**src/rtl/hazard_stall_ctrl_pkg.sv**
```systemverilog
// hazard_stall_ctrl_pkg: shared pipeline constants, muldiv state type and hazard match helper
package hazard_stall_ctrl_pkg;
  localparam int REG_W = 5;
  localparam logic [REG_W-1:0] REG_ZERO = '0;
  localparam int MD_LATENCY = 32;
  localparam int MD_CNT_W = 8;
  typedef enum logic {MD_IDLE, MD_BUSY} md_state_t;
  function automatic logic src_match(input logic [REG_W-1:0] rs, input logic [REG_W-1:0] rt,
                                     input logic use_rs, input logic use_rt,
                                     input logic [REG_W-1:0] rd);
    return (rd != REG_ZERO) && ((use_rs && rs == rd) || (use_rt && rt == rd));
  endfunction
endpackage

```
**src/rtl/hazard_stall_ctrl_muldiv_busy_tracker.sv**
```systemverilog
// muldiv_busy_tracker: HI/LO occupancy countdown and busy flag for multi-cycle mult/div
module muldiv_busy_tracker
  import hazard_stall_ctrl_pkg::*;
#(
  parameter int MULDIV_LATENCY = MD_LATENCY
) (
  input  logic i_clk,
  input  logic i_rst,
  input  logic i_md_start,
  output logic o_md_busy
);
  localparam logic [MD_CNT_W-1:0] RELOAD = MD_CNT_W'(MULDIV_LATENCY - 1);
  md_state_t r_state, w_state_nxt;
  logic [MD_CNT_W-1:0] r_md_cnt, w_md_cnt_nxt;
  always_ff @(posedge i_clk) begin
    if (i_rst) begin
      r_state  <= MD_IDLE;
      r_md_cnt <= '0;
    end else begin
      r_state  <= w_state_nxt;
      r_md_cnt <= w_md_cnt_nxt;
    end
  end
  // a new start always restarts the full latency, even mid-count
  always_comb begin
    w_md_cnt_nxt = i_md_start ? RELOAD : (r_md_cnt != '0 ? r_md_cnt - 1'b1 : r_md_cnt);
    w_state_nxt  = i_md_start ? MD_BUSY
                 : (r_state == MD_BUSY && r_md_cnt == MD_CNT_W'(1)) ? MD_IDLE : r_state;
  end
  assign o_md_busy = (r_md_cnt != '0);
endmodule

```
**src/rtl/hazard_stall_ctrl.sv**
```systemverilog
// hazard_stall_ctrl: stall/flush/bubble control for the 5-stage pipeline with perf counters
module hazard_stall_ctrl
  import hazard_stall_ctrl_pkg::*;
#(
  parameter int MULDIV_LATENCY = MD_LATENCY,
  parameter int CNT_W = 32
) (
  input  logic             i_clk,
  input  logic             i_rst,
  input  logic [REG_W-1:0] i_ifid_rs,
  input  logic [REG_W-1:0] i_ifid_rt,
  input  logic             i_ifid_uses_rs,
  input  logic             i_ifid_uses_rt,
  input  logic             i_ifid_uses_hilo,
  input  logic             i_id_branch,
  input  logic             i_id_branch_taken,
  input  logic             i_id_jump,
  input  logic             i_idex_mem_read,
  input  logic             i_idex_reg_write,
  input  logic [REG_W-1:0] i_idex_rd,
  input  logic             i_exmem_mem_read,
  input  logic [REG_W-1:0] i_exmem_rd,
  input  logic             i_md_start,
  output logic             o_pc_write_enable,
  output logic             o_ifid_write_enable,
  output logic             o_ifid_flush,
  output logic             o_idex_bubble,
  output logic             o_md_busy,
  output logic [CNT_W-1:0] o_stall_count,
  output logic [CNT_W-1:0] o_flush_count
);
  logic w_md_busy, w_ex_match, w_mem_match, w_stall, w_flush;
  logic [CNT_W-1:0] r_stall_cnt, r_flush_cnt;
  muldiv_busy_tracker #(.MULDIV_LATENCY(MULDIV_LATENCY)) u_md (
    .i_clk      (i_clk),
    .i_rst      (i_rst),
    .i_md_start (i_md_start),
    .o_md_busy  (w_md_busy)
  );
  // stall outranks flush: a branch waiting on operands has no valid outcome yet
  always_comb begin
    w_ex_match  = src_match(i_ifid_rs, i_ifid_rt, i_ifid_uses_rs, i_ifid_uses_rt, i_idex_rd);
    w_mem_match = src_match(i_ifid_rs, i_ifid_rt, i_ifid_uses_rs, i_ifid_uses_rt, i_exmem_rd);
    w_stall     = (i_idex_mem_read && w_ex_match)
                || (i_id_branch && i_idex_reg_write && w_ex_match)
                || (i_id_branch && i_exmem_mem_read && w_mem_match)
                || (i_ifid_uses_hilo && (w_md_busy || i_md_start));
    w_flush     = !w_stall && (i_id_jump || (i_id_branch && i_id_branch_taken));
  end
  always_ff @(posedge i_clk) begin
    if (i_rst) begin
      r_stall_cnt <= '0;
      r_flush_cnt <= '0;
    end else begin
      if (w_stall && !(&r_stall_cnt)) r_stall_cnt <= r_stall_cnt + 1'b1;
      if (w_flush && !(&r_flush_cnt)) r_flush_cnt <= r_flush_cnt + 1'b1;
    end
  end
  assign o_pc_write_enable   = !w_stall;
  assign o_ifid_write_enable = !w_stall;
  assign o_idex_bubble       = w_stall;
  assign o_ifid_flush        = w_flush;
  assign o_md_busy           = w_md_busy;
  assign o_stall_count       = r_stall_cnt;
  assign o_flush_count       = r_flush_cnt;
endmodule
```
**config.mk**
```make
export PLATFORM = sky130hd
export DESIGN_NAME = hazard_stall_ctrl
export DESIGN_NICKNAME = d
export VERILOG_FILES = /design/src/rtl/hazard_stall_ctrl_pkg.sv /design/src/rtl/hazard_stall_ctrl_muldiv_busy_tracker.sv /design/src/rtl/hazard_stall_ctrl.sv
export SDC_FILE = /design/constraint.sdc
export NUM_CORES = 1
export LEC_CHECK = 0
export CORE_ASPECT_RATIO = 0.7
export CORE_MARGIN = 2
export CORE_UTILIZATION = 42
export CTS_BUF_LIST = sky130_fd_sc_hd__clkbuf_16
export DETAILED_ROUTE_END_ITERATION = 7
export PLACE_DENSITY_LB_ADDON = 0.3
export SYNTH_ARGS = -nofsm -noshare
export SYNTH_HDL_FRONTEND = slang
export SYNTH_SLANG_ARGS = --single-unit
```
**constraint.sdc**
```tcl
create_clock -name i_clk -period 4 [get_ports i_clk]
set_clock_uncertainty 0.05 [all_clocks]
set_input_delay 0.8 -clock i_clk [delete_from_list [all_inputs] [get_ports i_clk]]
set_output_delay 0.8 -clock i_clk [all_outputs]
set_load 0.02 [all_outputs]
```
==> results of run 1 <==
[per-stage QoR]
| stage | hold WS [ns] | worst slack, ns | total power [mW] | util | TNS, ns |
|---|---|---|---|---|---|
| global placement | 0.426 | -0.00790 | 0.965 | 0.550 | -0.00790 |
| global route | 0.481 | 0.0110 | 1.93 | 0.587 | 0 |
| CTS | 0.453 | 0.0459 | 1.89 | 0.586 | 0 |
| finish | 0.452 | 0.0868 | 1.87 | 0.587 | 0 |
| detailed placement | 0.440 | 0.00569 | 0.973 | 0.550 | 0 |
| floorplan | 0.466 | 0.465 | 0.879 | - | 0 |
[power by group through the flow]
| stage | logic, mW | registers (mW) | clock network [mW] |
|---|---|---|---|
| floorplan | 0.116 | 0.763 | 0 |
| global placement | 0.205 | 0.760 | 0 |
| detailed placement | 0.212 | 0.761 | 0 |
| CTS | 0.214 | 0.745 | 0.928 |
| global route | 0.232 | 0.747 | 0.954 |
| finish | 0.213 | 0.745 | 0.912 |
[layout make-up]
class / count / area, um^2 / area share
clock buffer: 9 / 225 / 0.0401
timing repair buffer: 117 / 1130 / 0.201
inverter: 15 / 56.3 / 0.0100
sequential: 72 / 1440 / 0.257
clock inverter: 7 / 111 / 0.0198
multi-input combinational: 388 / 2490 / 0.444
tap: 128 / 160 / 0.0285
[timing repair]
action                                  CTS  global route
endpoints found under the setup margin    1             2
gates cloned                              0             0
hold buffers                              0             0
gates resized for setup                   1             2
pin swaps                                 0             0
[cells in the final DEF, fill, tap and decap left out, types with 8 or more instances in the layout]
cell,netlist,layout
nor2b_1,24,24
nand2_1,26,26
nand3_1,34,34
clkdlybuf4s50_1,0,97
mux2_2,24,24
or4_1,16,16
clkbuf_16,0,9
nor4_1,8,8
dfxtp_1,72,72
nand4_1,22,22
or3_1,10,10
a21oi_1,39,39
o31ai_1,16,16
nor3_1,12,12
buf_4,1,17
o21ai_0,8,8
and4_1,10,10
and3_1,9,9
nor2_1,59,59
xnor2_1,26,26
inv_1,14,15
[worst register-to-register path: stages (launching register included)]
cell and delay, ns:
dfxtp_1 0.35, or4_4 0.56, nor4b_4 0.31, inv_2 0.09
o21ai_1 0.13, a21boi_4 0.20, buf_4 0.18, nand4_4 0.42
nor4b_1 0.47, mux2_2 0.38
[logic make-up after synthesis]
group | after synthesis | synth area share
flops | 72 | 0.352
xor+xnor | 29 | 0.0620
fa+ha+maj | 4 | 0.0122
compound gates | 83 | 0.128
buf+inv | 44 | 0.0415
simple gates | 245 | 0.331
mux | 27 | 0.0733
[routing by layer]
| metal | GRT usage | vias up | share of wire |
|---|---|---|---|
| li1 | - | 2029 | - |
| met1 | 0.297 | 1935 | 0.50 |
| met2 | 0.322 | 111 | 0.43 |
| met3 | 0.0539 | 8 | 0.064 |
| met4 | 0.0460 | 0 | 0.0078 |
| met5 | 0 | - | 0 |
[registers in the layout (all words and copies together), names as in the netlist]
name and flops:
o_flush_count 32, o_stall_count 32, u_md.r_md_cnt 8
[cell usage after synthesis (2+ instances only)]
master	n	area share
mux2i_1	3	0.0073
xor2_1	3	0.0064
or3_1	10	0.015
nor2b_1	24	0.037
o21ai_0	8	0.0098
ha_1	4	0.012
o22ai_1	2	0.0031
and2_1	5	0.0076
a21o_1	2	0.0037
or4_1	16	0.029
and4_1	10	0.021
nor2_1	59	0.054
o41ai_1	2	0.0043
and3_1	9	0.014
nor3_1	12	0.015
buf_1	3	0.0027
clkbuf_1	24	0.022
a21oi_1	39	0.048
inv_1	14	0.013
xnor2_1	26	0.056
a211oi_1	4	0.0073
or2_2	2	0.0031
dfxtp_1	72	0.35
a31o_2	4	0.0085
nor4_1	8	0.012
nand2_1	26	0.024
mux2_2	24	0.066
o31ai_1	16	0.029
nand4_1	22	0.034
nand3_1	34	0.042
[how the worst max path moves through the flow]
stage | from | to | cells past startpoint | slack [ns]
4_1_cts | i_exmem_rd[2] | o_ifid_flush | 7 | 0.05
3_3_place_gp | i_exmem_rd[2] | o_ifid_flush | 7 | -0.008
5_1_grt | i_exmem_rd[2] | o_pc_write_enable | 6 | 0.01
6_report | i_exmem_rd[2] | o_pc_write_enable | 6 | 0.09
3_5_place_dp | i_exmem_rd[2] | o_ifid_flush | 7 | 0.006
2_1_floorplan | u_md.r_md_cnt[2] | o_ifid_flush | 9 | 0.47
==> run_results.csv, run 1 <==
group,metric,value,unit
status,status,"completed",
timing,period_share,0.978,
route,vias,4083,
global_routing,grt_start_max_net_pins,57,
die,die-area,0.0106,mm^2
timing,post-route-min-period,3.91,ns
synthesis,ys_seq_area_frac,0.352,
final_layout,fin_nets,639,
setup_path,critPathMostFrequentCell,"clkdlybuf4s50_1",
global_routing,gr-total-overflow,0,
die,initial_utilization,0.428,
clock_tree,clockBufferDepth,2,
setup_path,worstSetupPathType,"primary input to primary output",
timing,tightest_slew,0.745,ns
route,ant_nets,0,
synthesis,ys_types,47,
clock_tree,clock_sinks,72,
pwr,ir_drop,0.187,mV
placed_design,port_buffers,100,
route,drt_wl_total,11.1,mm
die,coreArea,0.00957,mm^2
setup_path,cp_slowest_stage_delay,0.62,ns
final_layout,fill_cells,865,
placed_design,place_area,0.00527,mm^2
synthesis,ys.flop_type,"dfxtp_1",
clock_tree,cts_buffers,9,
synthesis,syn_inst,504,
pwr,total_leakage_power,1.96,nW
setup_path,cp.buffers_inverters,3,
die,die_w,122,um
synthesis,async_flop_share,0,
clock_tree,clkTransAtPathRegs,0.06,ns
worst_hold_path,hold_end,"o_stall_count[29]",
die,rows,30,
pwr,seq_power_share,0.398,
setup_path,worst-r2r-setup-slack,0.78,ns
setup_path,crit_chain,"clkdlybuf4s50_1 -> or4_1 -> o2111ai_2 -> and2_1 -> buf_4 -> clkdlybuf4s50_1",
timing,max_clock_freq,256,MHz
worst_hold_path,holdPathStages,2,
pwr,p_per_area,333,mW/mm^2
final_layout,drive_gt1_frac,0.113,
final_layout,n_antenna_cell,0,
final_layout,final_area,0.00562,mm^2
final_layout,syn2layout_area_growth,37.0,%
setup_path,crit_slowest_cell,"clkdlybuf4s50_1",
setup_path,arrival,3.06,ns
setup_path,reg2reg_to,"o_flush_count[21]",
clock_tree,post_cts_buffers,0,
synthesis,syn_area_per_cell,8.13,um^2
timing,rsz0062_at_grt,"no",
worst_hold_path,worstHoldStart,"o_stall_count[29]",
setup_path,crit_fanout,5,
route,dr.pass1.iters,5,
pwr,p_sw,0.436,mW
route,drc,0,
pwr,swShare,0.233,
synthesis,netlist_area,0.00410,mm^2
timing,final_hold_viol_count,0,
pwr,clkPwrFrac,0.488,
clock_tree,htreeDepth,3,
synthesis,yosys_warnings,0,
flow_run,maxCapViolations,0,
route,vias_per_cell,5.55,
route,wl_per_cell,15.1,um
global_routing,grt_use_total,0.210,
final_layout,fin_cells,736,
synthesis,synth_seq_cells,72,
placed_design,gp_congestion,0.828,
clock_tree,clock_latency,0.33,ns
timing,report.final.slew_viol_count,0,
setup_path,cp-end-kind,"primary output",
placed_design,post-dp-hpwl,7.94,mm
pwr,intPower,1.43,mW
placed_design,dpl.cell_count,720,
die,io_pins,101,
global_routing,grt_pass1_vias,3677,
worst_hold_path,min_path_type,"register to register",
clock_tree,cts_tree,"done",
timing,setup_viol,0,
die,die_h,86.6,um
global_routing,grt_pass1_wl,17.7,mm
setup_path,r2r_cells,9,
setup_path,startpoint_type,"primary input",
route,dr.first_iter.drc_count,213,
synthesis,synth_edf_count,0,
setup_path,reg2reg_from,"u_md.r_md_cnt[2]",
timing,relSlewSlack,0.503,
global_routing,antenna_found_initial,0,
synthesis,synth_fp_nets,540,
pwr,pwr-share-comb,0.114,
clock_tree,cts_root_buffer,"clkbuf_16",
setup_path,cp_top_family,"buffers and inverters",
setup_path,worstPathRequired,3.15,ns
Power figures use the tool's default switching activity.
==> run 2: changes to the inputs <==
CORE_ASPECT_RATIO = unset   (was 0.7)
==> run 2 against run 1 <==
Power barely moved. Die area fell by 0.11%. Final cell count rose by 0.68%. Clock-buffer cell count did not move. Sequential share of layout area fell by 0.11 points. Via count rose by 0.93%. Final area rose by 0.42%. Combinational power barely moved. Clock power barely moved. Wire length rose by 1.9%. Setup slack improved by 0.36 ns. Highest routed layer unchanged.
==> run_results.csv, run 2 (synthesis gave the netlist of run 1 again) <==
group,metric,value,unit
pwr,design_power_total,1.87,mW
global_routing,grt_pass1_vias,3785,
placed_design,post-dp-hpwl,7.92,mm
global_routing,antenna_found_initial,0,
timing,rsz0062_at_grt,"no",
pwr,ir_drop,0.238,mV
die,die_h,103,um
final_layout,final_area,0.00564,mm^2
pwr,p_per_area,332,mW/mm^2
clock_tree,cts_tree,"done",
clock_tree,cts_root_buffer,"clkbuf_16",
placed_design,gp_congestion,0.870,
setup_path,crit_chain,"clkdlybuf4s50_1 -> or4_1 -> o2111ai_1 -> and2_2 -> buf_4 -> dlymetal6s2s_1",
route,vias_per_cell,5.56,
timing,max_clock_freq,281,MHz
setup_path,cp_slowest_stage_delay,0.53,ns
worst_hold_path,holdPathStages,2,
worst_hold_path,min_path_type,"register to register",
global_routing,gr-total-overflow,0,
setup_path,reg2reg_from,"u_md.r_md_cnt[2]",
worst_hold_path,hold_end,"o_flush_count[5]",
global_routing,grt_pass1_wl,17.6,mm
setup_path,cp.buffers_inverters,3,
timing,report.final.slew_viol_count,0,
timing,setup_viol,0,
route,wl_per_cell,15.3,um
setup_path,crit_fanout,6,
die,initial_utilization,0.425,
setup_path,crit_slowest_cell,"or4_1",
final_layout,fill_cells,900,
final_layout,fin_nets,639,
pwr,total_leakage_power,1.98,nW
route,vias,4121,
final_layout,final_core_util,0.585,
final_layout,seq_area,0.00144,mm^2
final_layout,n_antenna_cell,0,
die,rows,36,
final_layout,multi_input_area,0.00249,mm^2
timing,setup_tns,0,ns
setup_path,reg2reg_to,"o_flush_count[27]",
die,io_pins,101,
route,drt_wl_total,11.3,mm
final_layout,drive_gt1_frac,0.115,
die,die_w,103,um
setup_path,worstPathRequired,3.15,ns
route,dr.first_iter.drc_count,174,
final_layout,layout_commonest_cell,"clkdlybuf4s50_1",
setup_path,cp-end-kind,"primary output",
die,die-area,0.0106,mm^2
final_layout,layout_common_cells,"clkdlybuf4s50_1, dfxtp_1, nor2_1, a21oi_1, nand3_1",
setup_path,arrival,2.70,ns
timing,relSlewSlack,0.517,
flow_run,maxCapViolations,0,
timing,tightest_slew,0.725,ns
route,ant_nets,0,
placed_design,port_buffers,100,
timing,final_hold_viol_count,0,
worst_hold_path,worstHoldStart,"o_flush_count[5]",
clock_tree,cts_buffers,9,
clock_tree,clockBufferDepth,2,
clock_tree,clock_sinks,72,
setup_path,r2r_cells,10,
status,status,"completed",
die,coreArea,0.00964,mm^2
setup_path,worstSetupPathType,"primary input to primary output",
timing,post-route-min-period,3.55,ns
setup_path,startpoint_type,"primary input",
placed_design,place_area,0.00529,mm^2
clock_tree,htreeDepth,3,
route,drc,0,
clock_tree,clkTransAtPathRegs,0.05,ns
final_layout,syn2layout_area_growth,37.6,%
setup_path,crit_start,"i_exmem_rd[1]",
clock_tree,clock_latency,0.33,ns
setup_path,cp_top_family,"buffers and inverters",
route,dr.pass1.iters,4,
timing,period_share,0.888,
global_routing,grt_start_max_net_pins,43,
global_routing,grt_use_total,0.210,
setup_path,worst-r2r-setup-slack,0.92,ns
run 2: cell types whose count changed in the layout (fill, tap and decap cells not counted), sizes merged:
| cell | change |
|---|---|
| clkdlybuf4s50 | -2 |
| dlymetal6s2s | +2 |
| clkinvlp | +1 |
| inv | -1 |
run 2: final cells by class:
class | count | share of cell area
clock buffer | 9 | 0.0399
clock inverter | 7 | 0.0195
timing repair buffer | 117 | 0.203
multi-input combinational | 388 | 0.442
tap | 133 | 0.0295
sequential | 72 | 0.256
inverter | 15 | 0.00998
run 2: where the power goes:
part,internal [mW],switching [mW],leakage [nW],total [mW]
logic,0.103,0.111,1.23,0.215
clock network,0.604,0.309,0.161,0.912
registers,0.729,0.0163,0.582,0.745
run 2: timing repair:
item / in CTS / in global routing
endpoints found under the setup margin: 0 / 4
buffers inserted: 0 / 0
resized for setup: 0 / 6
hold buffers: 0 / 0
run 2: worst max path at each step:
stage          cells after the start                end
2_1_floorplan                      9       o_ifid_flush
3_3_place_gp                       6  o_pc_write_enable
3_5_place_dp                       6  o_pc_write_enable
4_1_cts                            6  o_pc_write_enable
5_1_grt                            7       o_ifid_flush
6_report                           6  o_pc_write_enable
run 2: metal layers:
layer | vias up | global-route usage | part of all wire
met5 | - | 0 | 0
met2 | 123 | 0.330 | 0.46
met4 | 0 | 0.0850 | 0.016
li1 | 2029 | - | -
met3 | 14 | 0.0468 | 0.060
met1 | 1955 | 0.279 | 0.46
run 2: tightest hold or removal path: cells and delay by family, from the launching register on:
kind	cells	cell delay, ns
compound gates	2	0.13
flops	1	0.33
run 2: stage by stage:
stage | worst slack [ns] | hold slack [ns] | cells
floorplan | 0.465 | 0.466 | 504
global placement | 0.0442 | 0.422 | 725
global route | 0.294 | 0.469 | 741
CTS | 0.0281 | 0.452 | 741
detailed placement | 0.0334 | 0.441 | 725
finish | 0.447 | 0.457 | 741
==> run 3: changes to the inputs <==
GPL_ROUTABILITY_DRIVEN = 0   (was unset)
TNS_END_PERCENT = 30   (was unset)
==> results of run 3 <==
Same layout as run 2: the final DEF is identical, and so are final timing and power.
